==> src/rtl/regfile_pkg.sv <==
// ============================================================================
// Module      : regfile_pkg
// Description : Shared widths and types for the register-file write path.
// Revision    : 1.0 - initial release
// ============================================================================
`default_nettype none

package regfile_pkg;

  // Width of one register-file word
  localparam int DATA_W   = 64;
  // Register address width; the file holds 2**ADDR_W entries
  localparam int ADDR_W   = 5;
  // Hardwired-zero register; writes to it are accepted but dropped
  localparam int ZERO_REG = 31;
  // Number of architectural registers (one word-select line each)
  localparam int NUM_REGS = 2 ** ADDR_W;

  // One pending register-file write
  typedef struct packed {
    logic [ADDR_W-1:0] addr;
    logic [DATA_W-1:0] data;
  } wr_req_t;

endpackage : regfile_pkg

`default_nettype wire

==> src/rtl/regfile_wr_arbiter_dec.sv <==
// ============================================================================
// Module      : dec_stage / dec_5to32
// Description : Enabled one-hot decoders. dec_5to32 is a two-level tree: a
//               2-to-4 stage on the upper address bits enables one of four
//               3-to-8 banks, matching the register-file word-line decoders.
// Revision    : 1.0 - initial release
// ============================================================================
`default_nettype none

module dec_stage #(
  parameter int N = 2
) (
  input  logic [N-1:0]      addr_i,
  input  logic              en_i,
  output logic [2**N-1:0]   sel_o
);

  // Single enabled one-hot decode of addr_i
  always_comb begin
    sel_o = '0;
    if (en_i) begin
      sel_o[addr_i] = 1'b1;
    end
  end

endmodule : dec_stage

module dec_5to32 (
  input  logic [4:0]  addr_i,
  input  logic        en_i,
  output logic [31:0] sel_o
);

  // One enable per bank of eight word lines
  logic [3:0] bank_en;

  // Upper two bits pick the bank; gated by the overall enable
  dec_stage #(
    .N (2)
  ) u_bank_dec (
    .addr_i (addr_i[4:3]),
    .en_i   (en_i),
    .sel_o  (bank_en)
  );

  // Lower three bits pick the word inside the enabled bank
  for (genvar b = 0; b < 4; b++) begin : g_bank
    dec_stage #(
      .N (3)
    ) u_word_dec (
      .addr_i (addr_i[2:0]),
      .en_i   (bank_en[b]),
      .sel_o  (sel_o[b*8 +: 8])
    );
  end

endmodule : dec_5to32

`default_nettype wire

==> src/rtl/regfile_wr_arbiter.sv <==
// ============================================================================
// Module      : regfile_wr_arbiter
// Description : Round-robin arbiter sharing the register-file write port
//               between execute writeback (req0) and load writeback (req1).
//               The winning write is registered one cycle and decoded onto
//               one-hot word selects; writes to the zero register are
//               acknowledged but never issued. Contested cycles are counted.
// Revision    : 1.0 - initial release
// ============================================================================
`default_nettype none

module regfile_wr_arbiter
  import regfile_pkg::*;
#(
  parameter int DATA_W   = regfile_pkg::DATA_W,
  parameter int ADDR_W   = regfile_pkg::ADDR_W,
  parameter int ZERO_REG = regfile_pkg::ZERO_REG
) (
  input  logic                 clk,
  input  logic                 reset,

  input  logic                 req0_valid,
  input  logic [ADDR_W-1:0]    req0_addr,
  input  logic [DATA_W-1:0]    req0_data,
  output logic                 req0_ready,

  input  logic                 req1_valid,
  input  logic [ADDR_W-1:0]    req1_addr,
  input  logic [DATA_W-1:0]    req1_data,
  output logic                 req1_ready,

  output logic                 wr_en,
  output logic [ADDR_W-1:0]    wr_addr,
  output logic [DATA_W-1:0]    wr_data,
  output logic [2**ADDR_W-1:0] wr_sel,
  output logic [15:0]          stall_cnt
);

  localparam logic [ADDR_W-1:0] ZERO_ADDR = ADDR_W'(ZERO_REG);
  localparam logic [15:0]       STALL_MAX = 16'hFFFF;

  // Round-robin pointer: 0 favours req0, 1 favours req1
  logic prio_q;
  logic prio_d;

  // Registered write stage
  logic              wr_en_q;
  logic              wr_en_d;
  logic [ADDR_W-1:0] wr_addr_q;
  logic [ADDR_W-1:0] wr_addr_d;
  logic [DATA_W-1:0] wr_data_q;
  logic [DATA_W-1:0] wr_data_d;

  // Contested-cycle counter
  logic [15:0] stall_q;
  logic [15:0] stall_d;

  // Arbitration results for the current cycle
  logic              gnt0;
  logic              gnt1;
  logic              contested;
  logic [ADDR_W-1:0] gnt_addr;
  logic [DATA_W-1:0] gnt_data;

  // Grant decision; readies are forced low while reset is held so nothing
  // can be acknowledged that the write stage would then throw away
  always_comb begin
    contested = req0_valid & req1_valid;
    gnt0      = ~reset & req0_valid & (~req1_valid | ~prio_q);
    gnt1      = ~reset & req1_valid & (~req0_valid |  prio_q);
  end

  assign req0_ready = gnt0;
  assign req1_ready = gnt1;

  // Select the winning request's payload (don't-care when nobody wins)
  always_comb begin
    gnt_addr = req0_addr;
    gnt_data = req0_data;
    if (gnt1) begin
      gnt_addr = req1_addr;
      gnt_data = req1_data;
    end
  end

  // Next-state for priority, write stage and stall counter
  always_comb begin
    prio_d    = prio_q;
    wr_en_d   = 1'b0;
    wr_addr_d = wr_addr_q;
    wr_data_d = wr_data_q;
    stall_d   = stall_q;

    // Every grant, contested or not, hands priority to the other side
    if (gnt0) begin
      prio_d = 1'b1;
    end else if (gnt1) begin
      prio_d = 1'b0;
    end

    // Capture the transfer; a zero-register target still releases the
    // requester but leaves this write slot empty
    if (gnt0 | gnt1) begin
      wr_addr_d = gnt_addr;
      wr_data_d = gnt_data;
      wr_en_d   = (gnt_addr != ZERO_ADDR);
    end

    // Count contested cycles, sticking at the maximum
    if (contested && (stall_q != STALL_MAX)) begin
      stall_d = stall_q + 16'd1;
    end
  end

  // State registers; reset clears any in-flight write at once
  always_ff @(posedge clk or posedge reset) begin
    if (reset) begin
      prio_q    <= 1'b0;
      wr_en_q   <= 1'b0;
      wr_addr_q <= '0;
      wr_data_q <= '0;
      stall_q   <= '0;
    end else begin
      prio_q    <= prio_d;
      wr_en_q   <= wr_en_d;
      wr_addr_q <= wr_addr_d;
      wr_data_q <= wr_data_d;
      stall_q   <= stall_d;
    end
  end

  assign wr_en     = wr_en_q;
  assign wr_addr   = wr_addr_q;
  assign wr_data   = wr_data_q;
  assign stall_cnt = stall_q;

  // Word-select decode gated by the write enable
  if (ADDR_W == 5) begin : g_dec_tree
    dec_5to32 u_dec (
      .addr_i (wr_addr_q),
      .en_i   (wr_en_q),
      .sel_o  (wr_sel)
    );
  end else begin : g_dec_flat
    dec_stage #(
      .N (ADDR_W)
    ) u_dec (
      .addr_i (wr_addr_q),
      .en_i   (wr_en_q),
      .sel_o  (wr_sel)
    );
  end

endmodule : regfile_wr_arbiter

`default_nettype wire

==> config.mk <==
export PLATFORM = sky130hd
export DESIGN_NAME = regfile_wr_arbiter
export DESIGN_NICKNAME = d
export VERILOG_FILES = /design/src/rtl/regfile_pkg.sv /design/src/rtl/regfile_wr_arbiter_dec.sv /design/src/rtl/regfile_wr_arbiter.sv
export SDC_FILE = /design/constraint.sdc
export NUM_CORES = 1
export LEC_CHECK = 0
export BUFFER_PORTS_ARGS = -buffer_cell sky130_fd_sc_hd__buf_4
export CAP_MARGIN = 0
export CORE_MARGIN = 3
export CORE_UTILIZATION = 47
export DETAILED_ROUTE_END_ITERATION = 16
export GPL_ROUTABILITY_DRIVEN = 0
export PLACE_DENSITY = 0.89
export SLEW_MARGIN = 20
export SYNTH_ARGS = -nofsm -noshare
export SYNTH_HDL_FRONTEND = slang
export SYNTH_SLANG_ARGS = --single-unit
==> constraint.sdc <==
create_clock -name clk -period 8.75 [get_ports clk]
set_clock_uncertainty 0.1 [all_clocks]
set_input_delay 1.3125 -clock clk [delete_from_list [all_inputs] [get_ports clk]]
set_output_delay 1.3125 -clock clk [all_outputs]
set_load 0.02 [all_outputs]
## After elaboration in Yosys (flattened, before gate mapping)

Index checks and enable logic that the tools add are counted.

| word-level totals | value |
|---|---|
| flip-flop bits (word level) | 87 |
| bits of input ports | 142 |
| logic and storage cells | 42 |

| operators by class | value |
|---|---|
| $add $sub $neg | 1 |
| $lt $le $gt $ge | 4 |
| equal/unequal tests | 2 |
| multiplexer cells | 14 |
| bitwise operators | 12 |
| reduce and logical (&&, ||, !) cells | 4 |

Operators by type and width:

| cell | count |
|---|---|
| 64-bit 2-to-1 mux | 1 |
| 8-bit 2-to-1 mux | 4 |
| 16-bit by 1-bit adder with 16-bit output (second input constant) | 1 |
| 16-bit != test (second input constant) | 1 |
| 1-bit AND | 5 |
| 1-bit 2-to-1 mux | 5 |
| 5-bit 2-to-1 mux | 1 |
| 5-bit != test (second input constant) | 1 |
| 3-bit by 4-bit < comparator with 1-bit output (second input constant) | 1 |
| 4-bit 2-to-1 mux | 1 |
| 1-bit NOT | 4 |
| 1-bit demux with 3-bit select | 1 |
| 3-bit by 1-bit >= comparator with 1-bit output (second input constant) | 1 |
| 1-bit logical AND | 3 |
| 2-bit by 3-bit < comparator with 1-bit output (second input constant) | 1 |
| 1-bit OR | 3 |
| 1-bit demux with 2-bit select | 1 |
| 2-bit by 1-bit >= comparator with 1-bit output (second input constant) | 1 |
| 2-bit nonzero test | 1 |

## Logic depth before layout (Yosys ltp)

Gate-level depths: netlist of the first run.

| logic depth | value |
|---|---|
| depth after elaboration | 6 |
| gate-level depth with buffers | 7 |
| gate-level depth less buffers | 4 |

## Cells and area by module

Synthesis of the first run repeated with hierarchy kept, for this count alone.

| unflattened totals | value |
|---|---|
| cell total of the unflattened synthesis | 425 |
| area, all modules | 4,176.5 µm² |

Modules (own cells, without submodules):

| module | times used | cells an instance | area an instance (µm²) | sequential area each (µm²) |
|---|---|---|---|---|
| regfile_wr_arbiter | 1 | 389 | 3,753.6 | 2,177.1 |
| dec_stage (g_dec_tree.u_dec.g_bank[0].u_word_dec ...) | 4 | 8 | 96.3 | 0.0 |
| dec_stage (g_dec_tree.u_dec.u_bank_dec) | 1 | 4 | 37.5 | 0.0 |

## Worst setup path before layout of the first run

No wires, ideal clock.

| timing path | value |
|---|---|
| path type | in2out |
| start point | input port reset |
| end point | output port req1_ready |
| arrival | 3,999 ps |
| required time | 7,338 ps |
| path slack | 3,339 ps |
| cell stages on the path | 5 |
| cells stage by stage | inv_1 -> o211ai_1 -> buf_2 -> buf_2 -> inv_1 |

| between the ends | value |
|---|---|
| cells in the longest elaborated chain, start to end | 3 |

RTL lines:

| element | line | source |
|---|---|---|
| start: declaration | regfile_wr_arbiter.sv:20 | `input logic reset,` |
| 1-bit NOT | regfile_wr_arbiter.sv:70 | `gnt1 = ~reset & req1_valid & (~req0_valid \| prio_q);` |
| 1-bit AND (2 in series) | regfile_wr_arbiter.sv:70 |  |
| end: declaration | regfile_wr_arbiter.sv:30 | `output logic req1_ready,` |

Every way passes these cells.

## Final worst setup path of the first run

| timing path | value |
|---|---|
| start point | input port req0_valid |
| end point | output port req1_ready |

| between the ends | value |
|---|---|
| cells in the longest elaborated chain, start to end | 3 |

RTL lines:

| element | line | source |
|---|---|---|
| start: declaration | regfile_wr_arbiter.sv:22 | `input logic req0_valid,` |
| 1-bit NOT | regfile_wr_arbiter.sv:70 |  |
| 1-bit OR | regfile_wr_arbiter.sv:70 |  |
| 1-bit AND | regfile_wr_arbiter.sv:70 |  |

Every way passes these cells.

==> results of run 1 <==
-- kinds of logic (layout without fill, tap and decap cells) --
| logic type | count (synthesis) | after routing | synth area share |
|---|---|---|---|
| compound gates | 88 | 88 | 0.111 |
| xor+xnor | 8 | 8 | 0.0160 |
| buf+inv | 34 | 288 | 0.0358 |
| flops | 87 | 87 | 0.498 |
| simple gates | 156 | 156 | 0.172 |
| fa+ha+maj | 1 | 1 | 0.00286 |
| mux | 71 | 71 | 0.164 |
-- area by class of cell --
class,count,area [sq um]
flip-flops and latches,87,2180
repair buffers,266,2020
inverters,6,23.8
fillers,629,2290
well taps,108,135
clock inverters,7,77.6
clock buffers,9,124
multi-input cells,324,2050
-- power groups by stage --
stage / Sequential [mW] / Clock (mW) / Combinational (mW)
4_1_cts: 0.526 / 0.291 / 0.395
3_5_place_dp: 0.533 / 0 / 0.395
5_1_grt: 0.535 / 0.309 / 0.420
6_report: 0.527 / 0.285 / 0.391
3_3_place_gp: 0.527 / 0 / 0.379
2_1_floorplan: 0.595 / 0 / 0.130
-- registers in the layout, summed over array words and instances, names as in the netlist --
register	count
wr_data	64
prio_q	1
stall_cnt	16
wr_addr	5
wr_en	1
-- routing by layer --
| layer | GRT usage | vias up | part of all wire |
|---|---|---|---|
| li1 | - | 2048 | - |
| met1 | 0.275 | 1984 | 0.36 |
| met2 | 0.460 | 181 | 0.56 |
| met3 | 0.0505 | 20 | 0.068 |
| met4 | 0.0838 | 0 | 0.019 |
| met5 | 0 | - | 0 |
-- worst max-delay path, stage by stage --
cell and delay (ns):
buf_4 0.11, inv_1 0.05, o211ai_1 0.17, buf_4 0.52, inv_1 0.09, buf_4 0.18
-- placed cells by master (no fill, tap or decap), types with 2 or more instances in the layout --
master and n:
nand2_1 79, a211oi_1 2, nor4_1 3, nor2_1 36
inv_1 5, or3b_1 2, dfrtp_1 87, clkinv_2 2
buf_4 264, nand3_1 9, mux2i_1 69, inv_6 3
xor2_1 5, o21ai_0 70, xnor2_1 3, a31oi_1 3
or3_1 2, a21oi_1 4, clkbuf_8 9, and4_1 2
nand3b_1 5, nor3_1 5
-- per-stage QoR --
stage / util / hold WS [ns] / std cells / setup WS (ns) / cell area (sq um)
after floorplan: - / 0.383 / 445 / 3.34 / 4370
after global placement: 0.717 / 0.365 / 790 / 4.92 / 6370
after detailed placement: 0.720 / 0.372 / 791 / 4.86 / 6400
after CTS: 0.742 / 0.394 / 807 / 4.86 / 6600
after global routing: 0.743 / 0.417 / 807 / 4.77 / 6610
final: 0.743 / 0.387 / 807 / 4.87 / 6610
-- path summary, 6_finish.rpt --
kind                             start  slack [ns]  cells after the start          end
max                         req0_valid        4.87                      6   req1_ready
min                        wr_data[59]        0.39                      2  wr_data[59]
max reg2reg                     prio_q        6.36                      5  wr_data[54]
min reg2reg                wr_data[59]        0.39                      2  wr_data[59]
max in group asynchronous        reset        6.89                      3   wr_data[9]
min in group asynchronous        reset        1.10                      3  wr_data[23]
==> results.ini, run 1 <==
[floorplan]
die_y_um = 102
start_util = 0.491
placeableCoreArea_sq_mm = 0.00889
io_pins = 262
dieWidth_um = 102
rows = 34
die_area_sq_mm = 0.0105

[clock_network]
cts_root_buffer = clkbuf_8
cts_setup_buffers = 0
h-tree-depth = 3
clk_latency_ns = 0.35
cts.sinks = 87
cts_buffers = 9
cts_resized = 0
cts_tree = yes
postCtsHoldBufs = 0
path_clk_slew_ns = 0.10
cts_buffer_depth = 2

[sta]
min_period_over_period = 0.444
maxSlewViolCount = 0
tightest_slew_ns = 0.782
relSlewSlack = 0.479
finalCriticalPeriod_ns = 3.88
setup_viol = 0
fin_setup_tns_ns = 0
fmax_ghz = 0.258
rsz0062_at_grt = no
final-hold-violation-count = 0

[critical_path]
arrival_ns = 2.47
setup.worst_path.start_class = primary input
cp-end-kind = output port
crit_path_max_fanout = 38
required_ns = 7.34
critical_path_class = in2out

[yosys]
async_flop_share = 1.00
yosysMostFrequentCell = dfrtp_1
yosys_warnings = 0
yosysTopAreaCell = dfrtp_1
synth_edf_count = 0
synth_flop_cell = dfrtp_1
synth_cells = 445
syn-cell-area_sq_mm = 0.00437
synth_common_cells = 87 x dfrtp_1, 79 x nand2_1, 71 x o21ai_0
yosysSeqAreaShare = 0.498
ys_ff_latch = 87
synth_top_cells_by_area = dfrtp_1 50%, mux2i_1 16%, o21ai_0 8.1%
synth_area_per_cell_sq_um = 9.82
yosys.area.top_type_share = 0.498
syn_nets = 588
synth_cell_types = 46

[grt]
grt_pass1_vias = 4109
grt_max_degree = 90
grt_usage = 0.246
grt_pass1_wl_um = 19900
antenna_found_initial = 0
grt-ovfl-total = 0

[drt]
first_pass_iters = 4
detail-route-antenna-nets = 0
viasPerCell = 5.25
routedWlPerCell_um = 16.7
wl_um = 13500
drc_errors = 0
drtIter0Drc = 156
via_count = 4233

[power_and_ir_drop]
switching_power_uw = 425
swShare = 0.353
clockPowerShare = 0.237
p_int_uw = 778
powerDensity_mw_per_mm2 = 182
pwr-share-seq = 0.438
combPwrFrac = 0.325
vdd_drop_max_uv = 167
power.total_mw = 1.20
p_leak_nw = 3.55

[final_layout]
diodes = 0
fin_nets = 837
drive_gt1_frac = 0.426
syn_to_final_growth_pct = 51.2

[job]
cap_viol_max_count = 0

[hold_path]
holdCritPathClass = reg2reg

[placed_design]
numPortBuffers = 261
place_hpwl_um = 10700

[outcome]
status = finished clean

(Power assumes the default switching activity.)
==> run 2, diff against run 1 <==
Settings changed: ABC_AREA from default to 1, CORE_UTILIZATION 47 to 45, PLACE_DENSITY 0.89 to 0.84.
Clock period 8.75 ns to 3.65 ns, I/O delays scaled along.
==> results.ini, run 2 <==
[outcome]
status = finished clean

[final_layout]
fin_cells = 1096
final_common_cell = nand2_1
fin_nets = 1101
largest_reg_flops = 64
drive_gt1_frac = 0.304
diodes = 0
regArea_sq_mm = 0.00218
filler_cell_count = 909
multi_input_area_sq_mm = 0.00228
syn_to_final_growth_pct = 46.4
mostFrequentLayoutCells = 467 x nand2_1, 268 x buf_4, 87 x dfrtp_1
fin_util = 0.691

[yosys]
synth_cells = 710
synth_area_per_cell_sq_um = 6.65
synth_edf_count = 0
yosys.area.top_type_share = 0.461
yosysSeqAreaShare = 0.461
async_flop_share = 1.00
synth_flop_cell = dfrtp_1
synth_common_cells = 467 x nand2_1, 87 x dfrtp_1, 54 x nor2_1
synth-simple-area-share = 0.457
yosysMostFrequentCell = nand2_1
synth_top_cells_by_area = dfrtp_1 46%, nand2_1 37%, nor2_1 4.3%
syn-cell-area_sq_mm = 0.00472
synth_compound_area_frac = 0.0109
synth-xor-area-share = 0.0130
yosys_warnings = 0
post_synth_fa_ha_maj_area_fraction = 0.00265
ys_ff_latch = 87
synth_cell_types = 21
synth_top_family_by_area = simple AND/OR/NAND/NOR gates
syn_nets = 853
yosysTopAreaCell = dfrtp_1
muxShareOfSynthArea = 0

[critical_path]
required_ns = 3.00
critical_path_class = reg2out
r2r_cells = 9
r2r_end = wr_data[58]
arrival_ns = 1.91
setup.worst_path.start_class = flop
crit_path_max_fanout = 67
r2r_slack_ns = 1.64
cp-end-kind = output port
r2r-start = prio_q

[drt]
via_count = 5155
drtIter0Drc = 316
detail-route-antenna-nets = 0
wl_um = 14700
first_pass_iters = 4
viasPerCell = 4.70
drc_errors = 0
routedWlPerCell_um = 13.4

[floorplan]
rows = 36
start_util = 0.472
dieWidth_um = 108
die_y_um = 108
io_pins = 262
die_area_sq_mm = 0.0118
placeableCoreArea_sq_mm = 0.0100

[grt]
grt_max_degree = 70
grt-ovfl-total = 0
grt_pass1_wl_um = 22500
antenna_found_initial = 0
grt_pass1_vias = 4709
grt_usage = 0.243

[clock_network]
cts_resized = 0
cts_root_buffer = clkbuf_8
cts.sinks = 87
postCtsHoldBufs = 0
cts_setup_buffers = 0
cts_tree = yes
h-tree-depth = 3
path_clk_slew_ns = 0.10
clk_latency_ns = 0.35
cts_buffer_depth = 2
cts_buffers = 9

[power_and_ir_drop]
vdd_drop_max_uv = 251
powerDensity_mw_per_mm2 = 448
power.total_mw = 3.09
p_leak_nw = 4.02

[sta]
worst_slack_ns = 1.09
fin_setup_tns_ns = 0
relSlewSlack = 0.431
tightest_slew_ns = 0.854
finalCriticalPeriod_ns = 2.56
min_period_over_period = 0.701
maxSlewViolCount = 0
setup_viol = 0
rsz0062_at_grt = no
fmax_ghz = 0.391
final-hold-violation-count = 0

[placed_design]
post-place-ws_ns = 0.972
numPortBuffers = 261
dp_cells = 1080
place_hpwl_um = 11100

[hold_path]
holdCritPathClass = in2async

[job]
cap_viol_max_count = 0

## run 2: cells by family (layout without fill, tap and decap cells)
| group | Yosys count | in the layout |
|---|---|---|
| buffers and inverters | 51 | 304 |
| adder cells (fa/ha/maj) | 1 | 1 |
| AO/OA/AOI/OAI | 9 | 9 |
| XOR/XNOR | 7 | 7 |
| flip-flops | 87 | 87 |
| AND/OR/NAND/NOR | 555 | 555 |
## run 2: per-stage QoR
step                      hold slack [ns]  area [sq um]
after floorplan                     0.452          4720
after global placement              0.363          6710
after detailed placement            0.366          6710
after CTS                          0.0771          6910
after global routing               0.0856          6910
final                              0.0749          6910
## run 2: worst max-delay path: stages (launching register included)
cell	delay [ns]
dfrtp_1	0.40
inv_1	0.08
nand2_2	0.09
nand2_2	0.07
inv_2	0.08
buf_4	0.56
buf_4	0.26
## run 2: cell type report
class / count / share of cell area
Multi-Input combinational cell: 572 / 0.330
Sequential cell: 87 / 0.315
Timing Repair Buffer: 268 / 0.291
Tap cell: 133 / 0.0241
Clock buffer: 9 / 0.0179
Inverter: 20 / 0.0110
Clock inverter: 7 / 0.0101
## run 2: power by group
group	internal, mW	switching, mW	total [mW]
Combinational	0.476	0.670	1.15
Clock	0.318	0.346	0.664
Sequential	1.14	0.137	1.28
Total	1.94	1.15	3.09
## run 2: worst max path at each step
| stage | startpoint | end | slack [ns] | cells past startpoint |
|---|---|---|---|---|
| final | prio_q | req1_ready | 1.09 | 6 |
| after global routing | prio_q | req1_ready | 0.97 | 6 |
| after floorplan | reset | wr_data[10] | 0.89 | 8 |
| after detailed placement | reset | wr_data[40] | 0.97 | 9 |
| after CTS | prio_q | req1_ready | 1.08 | 6 |
| after global placement | reset | wr_data[48] | 1.07 | 9 |
## run 2: per-layer routing
| metal | up-vias | global-route usage | wire (um) |
|---|---|---|---|
| li1 | 2629 | - | - |
| met1 | 2302 | 0.287 | 5750 |
| met2 | 206 | 0.436 | 7570 |
| met3 | 18 | 0.0543 | 1160 |
| met4 | 0 | 0.0821 | 250 |
| met5 | - | 0 | 0 |
==> run 3, diff against run 2 <==
Clock period 3.65 ns to 2.7 ns, I/O delays scaled along.
==> results.ini, run 3 (synthesis gave the netlist of run 2 again) <==
[critical_path]
startpoint = wr_addr[3]
r2r_end = stall_cnt[10]
cpPeakStageDelay_ns = 0.42
required_ns = 2.19
r2r-start = stall_cnt[0]
cp-end-kind = output port
setup.worst_path.start_class = flop
arrival_ns = 1.50
crit_family = simple AND/OR/NAND/NOR gates
r2r_cells = 8
crit_buf_inv = 2
critical_path_class = reg2out
crit_chain = inv_1, nand3_1, nor2_1, buf_4
crit_path_max_fanout = 8
slowest_stage = dfrtp_1
r2r_slack_ns = 0.87

[sta]
relSlewSlack = 0.687
final-hold-violation-count = 0
maxSlewViolCount = 0
setup_viol = 0
fmax_ghz = 0.498
fin_setup_tns_ns = 0
whs_ns = 0.0821
finalCriticalPeriod_ns = 2.01
rsz0062_at_grt = no
tightest_slew_ns = 0.469
min_period_over_period = 0.744

[floorplan]
die_y_um = 108
die_area_sq_mm = 0.0118
start_util = 0.472
dieWidth_um = 108
placeableCoreArea_sq_mm = 0.0100
rows = 36
io_pins = 262

[grt]
grt-ovfl-total = 0
grt_usage = 0.249
grt_pass1_wl_um = 23100
antenna_found_initial = 0
grt_max_degree = 88
grt_pass1_vias = 4779

[final_layout]
syn_to_final_growth_pct = 47.2
mostFrequentLayoutCells = 467 x nand2_1, 270 x buf_4, 87 x dfrtp_1
fin_cells = 1099
fin_nets = 1104
final_common_cell = nand2_1
diodes = 0
largest_reg_flops = 64
drive_gt1_frac = 0.306

[clock_network]
cts_buffer_depth = 2
postCtsHoldBufs = 0
cts.sinks = 87
cts_root_buffer = clkbuf_8
h-tree-depth = 3
path_clk_slew_ns = 0.09
cts_resized = 0
cts_setup_buffers = 0
cts_buffers = 9
cts_tree = yes
clk_latency_ns = 0.34

[job]
cap_viol_max_count = 0

[placed_design]
dp_cells = 1083
place_hpwl_um = 11500
numPortBuffers = 261

[drt]
viasPerCell = 4.72
wl_um = 15100
first_pass_iters = 4
routedWlPerCell_um = 13.8
drc_errors = 0
drtIter0Drc = 333
via_count = 5191
detail-route-antenna-nets = 0

[power_and_ir_drop]
powerDensity_mw_per_mm2 = 605
vdd_drop_max_uv = 308
p_leak_nw = 4.04

[hold_path]
holdCritPathClass = in2async

[outcome]
status = finished clean

-- run 3: worst max-delay path by stage --
stage | to | slack (ns) | cells after the start
after floorplan | wr_data[10] | 0.09 | 8
after global placement | stall_cnt[10] | 0.93 | 8
after detailed placement | wr_data[15] | 0.87 | 9
after CTS | wr_sel[4] | 0.69 | 4
after global routing | wr_sel[7] | 0.58 | 4
final | wr_sel[16] | 0.69 | 4
-- run 3: cell type report --
class	count	area, sq um
multi-input combinational	572	2280
fill	905	3050
timing repair buffer	271	2050
clock buffer	9	124
tap	133	166
inverter	20	76.3
clock inverter	7	72.6
sequential	87	2180
-- run 3: worst register-to-register path: cells and delay by family (launching register included) --
| kind | cells | cell delay [ns] |
|---|---|---|
| fa+ha+maj | 1 | 0.22 |
| simple gates | 7 | 1.00 |
| flops | 1 | 0.41 |
-- run 3: report_power, final --
| part | switching (mW) | internal, mW |
|---|---|---|
| clock | 0.476 | 0.429 |
| combinational | 0.911 | 0.649 |
| sequential | 0.187 | 1.55 |
-- run 3: metal layers --
metal  track usage  up-vias  share of wire
li1              -     2639              -
met3        0.0543       32          0.074
met2         0.433      218           0.49
met5             0        -              0
met4         0.106        0          0.031
met1         0.295     2302           0.40
-- run 3: metrics by stage --
step                      power (mW)  area [sq um]   util  setup WS [ns]
after floorplan                 2.57          4720      -         0.0850
after global placement          3.29          6750  0.675          0.931
final                           4.20          6950  0.695          0.692
after global routing            4.46          6950  0.695          0.582
after CTS                       4.24          6950  0.695          0.687
after detailed placement        3.33          6750  0.675          0.867
